--- config.mk ---
export PLATFORM = sky130hd
export DESIGN_NAME = alu_issue_ctrl
export DESIGN_NICKNAME = d
export VERILOG_FILES = /design/src/rtl/alu_issue_ctrl.sv
export SDC_FILE = /design/constraint.sdc
export NUM_CORES = 1
export LEC_CHECK = 0
export CAP_MARGIN = 20
export CORE_MARGIN = 10
export CORE_UTILIZATION = 30
export CTS_CLUSTER_SIZE = 20
export DETAILED_ROUTE_END_ITERATION = 7
export DONT_BUFFER_PORTS = 1
export HOLD_SLACK_MARGIN = 0.05
export PLACE_DENSITY = 0.5
export SYNTH_ARGS = -nofsm -noshare
export SYNTH_HDL_FRONTEND = slang
export SYNTH_SLANG_ARGS = --single-unit
--- constraint.sdc ---
create_clock -name clk_i -period 2.65 [get_ports clk_i]
set_input_delay 0.795 -clock clk_i [delete_from_list [all_inputs] [get_ports clk_i]]
set_output_delay 0.795 -clock clk_i [all_outputs]
set_load 0.01 [all_outputs]
--- src/rtl/alu_issue_ctrl.sv ---
// Issue/control stage for the datapath ALU: decodes ALUOp/funct, registers operands, captures result. Mult path under ALU_ISSUE_MULT_EN.
// Latency: accept at edge N -> rsp_valid_o from N+2 (mult: N+MUL_LAT+1); one request in flight at a time.
// Backpressure: req_ready_o only in IDLE; response held stable in RESP until rsp_ready_i.
module alu_issue_ctrl #(
    parameter int unsigned MUL_LAT = 3
) (
    input  logic        clk_i,
    input  logic        rst_i,
    input  logic        req_valid_i,
    output logic        req_ready_o,
    input  logic [2:0]  aluop_i,
    input  logic [5:0]  funct_i,
    input  logic [31:0] src_1_i,
    input  logic [31:0] src_2_i,
    output logic [31:0] alu_src_1_o,
    output logic [31:0] alu_src_2_o,
    output logic [3:0]  alu_ctrl_o,
    input  logic [31:0] alu_result_i,
    input  logic        alu_zero_i,
    output logic        rsp_valid_o,
    input  logic        rsp_ready_i,
    output logic [31:0] rsp_result_o,
    output logic        rsp_zero_o,
    output logic        rsp_illegal_o
);

    localparam logic [1:0] IDLE  = 2'd0;
    localparam logic [1:0] EXEC  = 2'd1;
    localparam logic [1:0] MWAIT = 2'd2;
    localparam logic [1:0] RESP  = 2'd3;

    localparam logic [3:0] CODE_IDLE = 4'd15;
    localparam logic [3:0] CODE_MUL  = 4'd10;

    if (MUL_LAT < 1 || MUL_LAT > 15) begin : g_bad_mul_lat
        $error("alu_issue_ctrl: MUL_LAT must be in 1..15");
    end

    typedef struct packed {
        logic [31:0] result;
        logic        zero;
        logic        illegal;
    } rsp_t;

    logic [1:0] state;
    logic [3:0] dec_code;
    logic       dec_illegal;
    logic       illegal_q;
    logic       go_mwait;
    logic       mwait_done;
    rsp_t       rsp_q;
    rsp_t       rsp_cap;

    always_comb begin
        dec_code    = CODE_IDLE;
        dec_illegal = 1'b0;
        case (aluop_i)
            3'b000: dec_code = 4'd2;
            3'b001: dec_code = 4'd6;
            3'b011: dec_code = 4'd0;
            3'b100: dec_code = 4'd1;
            3'b101: dec_code = 4'd7;
            3'b010: begin
                case (funct_i)
                    6'h20: dec_code = 4'd2;
                    6'h22: dec_code = 4'd6;
                    6'h24: dec_code = 4'd0;
                    6'h25: dec_code = 4'd1;
                    6'h27: dec_code = 4'd12;
                    6'h2a: dec_code = 4'd7;
`ifdef ALU_ISSUE_MULT_EN
                    6'h18: dec_code = CODE_MUL;
`endif
                    default: dec_illegal = 1'b1;
                endcase
            end
            default: dec_illegal = 1'b1;
        endcase
    end

    // Illegal requests report a fixed zero result regardless of what the ALU drives.
    always_comb begin
        if (illegal_q) begin
            rsp_cap = '{result: 32'd0, zero: 1'b1, illegal: 1'b1};
        end else begin
            rsp_cap = '{result: alu_result_i, zero: alu_zero_i, illegal: 1'b0};
        end
    end

`ifdef ALU_ISSUE_MULT_EN
    logic [3:0] mul_cnt;

    // The held control code identifies a multiply, so no separate op flag is kept.
    assign go_mwait   = (alu_ctrl_o == CODE_MUL) && (MUL_LAT > 1);
    assign mwait_done = (mul_cnt == 4'd0);

    always_ff @(posedge clk_i) begin
        if (!rst_i) begin
            mul_cnt <= 4'd0;
        end else if (state == EXEC) begin
            mul_cnt <= 4'(MUL_LAT - 2);
        end else if (state == MWAIT && mul_cnt != 4'd0) begin
            mul_cnt <= mul_cnt - 4'd1;
        end
    end
`else
    assign go_mwait   = 1'b0;
    assign mwait_done = 1'b1;
`endif

    always_ff @(posedge clk_i) begin
        if (!rst_i) begin
            state       <= IDLE;
            alu_src_1_o <= 32'd0;
            alu_src_2_o <= 32'd0;
            alu_ctrl_o  <= CODE_IDLE;
            illegal_q   <= 1'b0;
            rsp_q       <= '0;
        end else begin
            case (state)
                IDLE: begin
                    if (req_valid_i) begin
                        alu_src_1_o <= src_1_i;
                        alu_src_2_o <= src_2_i;
                        alu_ctrl_o  <= dec_illegal ? CODE_IDLE : dec_code;
                        illegal_q   <= dec_illegal;
                        state       <= EXEC;
                    end
                end
                EXEC: begin
                    if (go_mwait) begin
                        state <= MWAIT;
                    end else begin
                        rsp_q      <= rsp_cap;
                        alu_ctrl_o <= CODE_IDLE;
                        state      <= RESP;
                    end
                end
                MWAIT: begin
                    if (mwait_done) begin
                        rsp_q      <= rsp_cap;
                        alu_ctrl_o <= CODE_IDLE;
                        state      <= RESP;
                    end
                end
                RESP: begin
                    if (rsp_ready_i) begin
                        state <= IDLE;
                    end
                end
                default: state <= IDLE;
            endcase
        end
    end

    assign req_ready_o   = (state == IDLE);
    assign rsp_valid_o   = (state == RESP);
    assign rsp_result_o  = rsp_q.result;
    assign rsp_zero_o    = rsp_q.zero;
    assign rsp_illegal_o = rsp_q.illegal;

endmodule
==> results.txt <==
The flow ran to the end, and the final reports show no timing, DRC or antenna violations. The wire length per cell is 18.6 µm. The number of placed instances, taps included, is 638. The fraction of final layout cells sized beyond drive strength 1 came out at 15.4%. The remaining routing DRC violations came out at 0.

The highest cell delay on the worst timing path is 0.48 ns. The setup check on the worst reg-to-reg path leaves a slack of 0.64 ns. The maximum clock path buffer count came out at 2.

The post-route clock period utilization is 76.3%. Setup repair after global routing left no endpoint under its margin. After clock tree synthesis, the clock-pin slew on the worst setup and hold paths is 0.07 ns. The via count of the first global-routing pass is 2996. The number of I/O port buffers is 0. The count of flip-flops with a built-in enable after synthesis came out at 0. The power density of the placed cells is 875 nW/µm². The minimum clock period after layout came out at 2.02 ns.

The multi-input logic area is 1820 µm². The static leakage came out at 1.58 nW. The final sum of negative setup slack came out at 0 ns. The most critical setup path has its startpoint at state[1]. The normalized max-slew margin came out at 51.2%.

The net total in the final layout came out at 582. The share of Yosys cell area claimed by the top area cell type came out at 50.3%. The number of hold buffers added after CTS was 0.

The most used standard cell by instance count after synthesis is sky130_fd_sc_hd__nand2_1. The unique cell type count in the Yosys netlist came out at 38. The number of gates given a new drive strength after cts is 0. The wire length of the first global-routing pass came out at 18300 µm. The gate count of the mapped netlist came out at 487. The overall overflow remaining after global route came out at 0. The pre-CTS setup slack is 0.643 ns. The detail route stage leaves a number of antenna-violating nets equal to 0. The number of synthesis warnings is 0. The worst setup path is launched from a flop. The number of max-cap violations came out at 0. The number of nets in the synthesized netlist is 600. The total power consumption of the routed design came out at 0.00395 W. In this run the cell area measured after placement is 4230 µm². The final hold violation count came out at 0.

The critical path required time came out at 1.86 ns. The via density per instance is 4.86. Synthesis inferred 105 register bits. The capture point of the critical path is req_ready_o. In this run, the number of DRC markers left after iteration 0 of detailed routing was 140.

The total number of placement rows is 43. Clock latency on the worst-skew pair, taken at its later pin, is 0.34 ns. Clock tree synthesis selected as its root buffer the cell sky130_fd_sc_hd__clkbuf_16. For this run, the register share of the synthesized area comes to 50.3%. The data arrival time at the worst-slack endpoint came out at 1.23 ns. The count of pins over their slew limit came out at 0. Ranked by instance count, the synthesized netlist is headed by 119 x sky130_fd_sc_hd__nand2_1, 105 x sky130_fd_sc_hd__dfxtp_1, 68 x sky130_fd_sc_hd__a21oi_1. The worst min-delay path class is flop to flop. The measured slew at the worst slew-check pin is 0.732 ns. The finished layout cell area came out at 4520 µm².

The number of endpoints failing setup at the final stage is 0. The floorplan die area is 19100 µm². Wires add up to 12100 µm.

The relative area change from synthesis to final layout came out at 8.02%. The final HPWL from detailed placement came out at 9010 µm. The initial antenna violation count came out at 1.

The layout has 1484 filler cells. The floorplan step set the die width to 138 µm. Ranked by total cell area, the synthesized netlist is headed by sky130_fd_sc_hd__dfxtp_1 50%, sky130_fd_sc_hd__nand2_1 11%, sky130_fd_sc_hd__a21oi_1 8.1%, sky130_fd_sc_hd__a21oi_2 7.1%, sky130_fd_sc_hd__nor2b_1 5.4%. The number of antenna diodes in the final layout is 0.

The final cell count without fillers came out at 654. The core box area came out at 13800 µm². The detailed-router iteration count before antenna repair is 4. The critical path's slowest cell is sky130_fd_sc_hd__ha_1. The height of the die came out at 138 µm. The overall via count from detail_route is 3179. The largest fanout of any net on the critical path is 10.

The cell type with the largest total area after synthesis is sky130_fd_sc_hd__dfxtp_1. The number of setup buffers added after CTS is 0. The average cell area after synthesis came out at 8.58 µm². The final setup slack of the worst path is 0.629 ns.

The critical path capture point type is a primary output. The final worst clock skew is 0.00938 ns. The worst IR drop on VDD came out at 0.000342 V. The synthesized netlist occupies a cell area of 4180 µm². At the end of routability-driven placement, the weighted congestion stood at 0.776. The critical path is of the flop to primary output type.

The fraction of synthesis flops using an asynchronous set or reset pin is 0%. The most instantiated flip-flop cell in the synthesis netlist is sky130_fd_sc_hd__dfxtp_1. The storage element area came out at 2100 µm². In this run the critical register-to-register path is launched from state[1]. The number of cell instances on the worst register-to-register path is 5. The endpoint identified for the worst register-to-register timing path is alu_src_2_o[21]. In this run the count of I/O pins placed on the die edge is 214. In this run the number of H-tree levels came out at 3.

The total clock buffers created by CTS came out at 9. The starting utilization of the core area is 30.4%. The total track usage came out at 11.9%. Entering global routing, the biggest net connects 65 pins. The clock net in this run drives a total of 105 sinks.

Traced cell by cell, the critical path runs through inv_1, ha_1. The maximum frequency from static timing analysis came out at 495 MHz. TritonCTS built the clock tree.
-- report_power, final --
group / switching [W] / leakage [nW] / internal, W
clock network: 0.000583 / 0.131 / 0.000688
logic: 0.000440 / 0.588 / 0.000248
registers: 0.000225 / 0.860 / 0.00177
total: 0.00125 / 1.58 / 0.00270
-- layout by cell type, fill, tap and decap left out, types with 2 or more instances in the layout --
master	count
sky130_fd_sc_hd__mux2_2	2
sky130_fd_sc_hd__buf_4	3
sky130_fd_sc_hd__dfxtp_1	105
sky130_fd_sc_hd__clkbuf_16	9
sky130_fd_sc_hd__nor2_1	34
sky130_fd_sc_hd__a21oi_1	68
sky130_fd_sc_hd__clkbuf_8	2
sky130_fd_sc_hd__nand3_1	3
sky130_fd_sc_hd__a211oi_1	3
sky130_fd_sc_hd__nand2_1	118
sky130_fd_sc_hd__a21o_1	2
sky130_fd_sc_hd__nor3_1	4
sky130_fd_sc_hd__nand2_2	11
sky130_fd_sc_hd__o31ai_1	3
sky130_fd_sc_hd__inv_1	5
sky130_fd_sc_hd__o21ai_0	2
sky130_fd_sc_hd__a21oi_2	34
sky130_fd_sc_hd__buf_12	2
sky130_fd_sc_hd__ha_1	3
sky130_fd_sc_hd__nor2b_1	35
sky130_fd_sc_hd__clkinvlp_4	3
sky130_fd_sc_hd__nand2b_1	4
-- registers in the layout, indices dropped and copies added (netlist names) --
signal / flops
alu_ctrl_o: 4
alu_src_1_o: 32
alu_src_2_o: 32
illegal_q: 1
rsp_illegal_o: 1
rsp_result_o: 32
rsp_zero_o: 1
state: 2
-- routing by layer --
metal | track usage, % | up-vias | routed length (µm)
met4 | 5.38 | 0 | 214
li1 | - | 1552 | -
met3 | 5.34 | 13 | 1200
met5 | 0 | - | 0
met2 | 19.5 | 120 | 6010
met1 | 12.8 | 1494 | 4710
-- how the worst min path moves through the flow --
stage                         start               to  slack [ns]  cells after the start
floorplan           alu_src_1_o[20]  alu_src_1_o[20]        0.48                      2
global placement    alu_src_1_o[26]  alu_src_1_o[26]        0.50                      2
detailed placement  alu_src_1_o[26]  alu_src_1_o[26]        0.50                      2
CTS                 alu_src_1_o[26]  alu_src_1_o[26]        0.51                      2
global route                  rst_i    alu_ctrl_o[0]        0.52                      1
finish              alu_src_1_o[26]  alu_src_1_o[26]        0.51                      2
-- kinds of logic after synthesis --
kind of cell,share of synthesized area [%]
AND/OR/NAND/NOR,23.9
AO/OA/AOI/OAI,17.7
multiplexers,0.778
adder cells (fa/ha/maj),0.898
buffers and inverters,6.38
flip-flops,50.3
-- worst max-delay path, delay by kind of cell (launching register included) --
| kind | cells | cell delay (ns) |
|---|---|---|
| adder cells (fa/ha/maj) | 1 | 0.48 |
| buffers and inverters | 1 | 0.08 |
| flip-flops | 1 | 0.33 |
-- area by class of cell --
cell class / count / share of cell area, %
Clock buffer: 12 / 5.68
Sequential cell: 105 / 46.6
Clock inverter: 4 / 0.610
Tap cell: 180 / 4.99
Multi-Input combinational cell: 342 / 40.2
Timing Repair Buffer: 5 / 1.39
Inverter: 6 / 0.554
-- metrics by stage --
step           hold WS, ns  util [%]
3_5_place_dp         0.503      30.7
5_1_grt              0.524      32.8
4_1_cts              0.513      32.8
6_report             0.509      32.8
3_3_place_gp         0.497      30.7
2_1_floorplan        0.481         -
(Power assumes the default switching activity.)
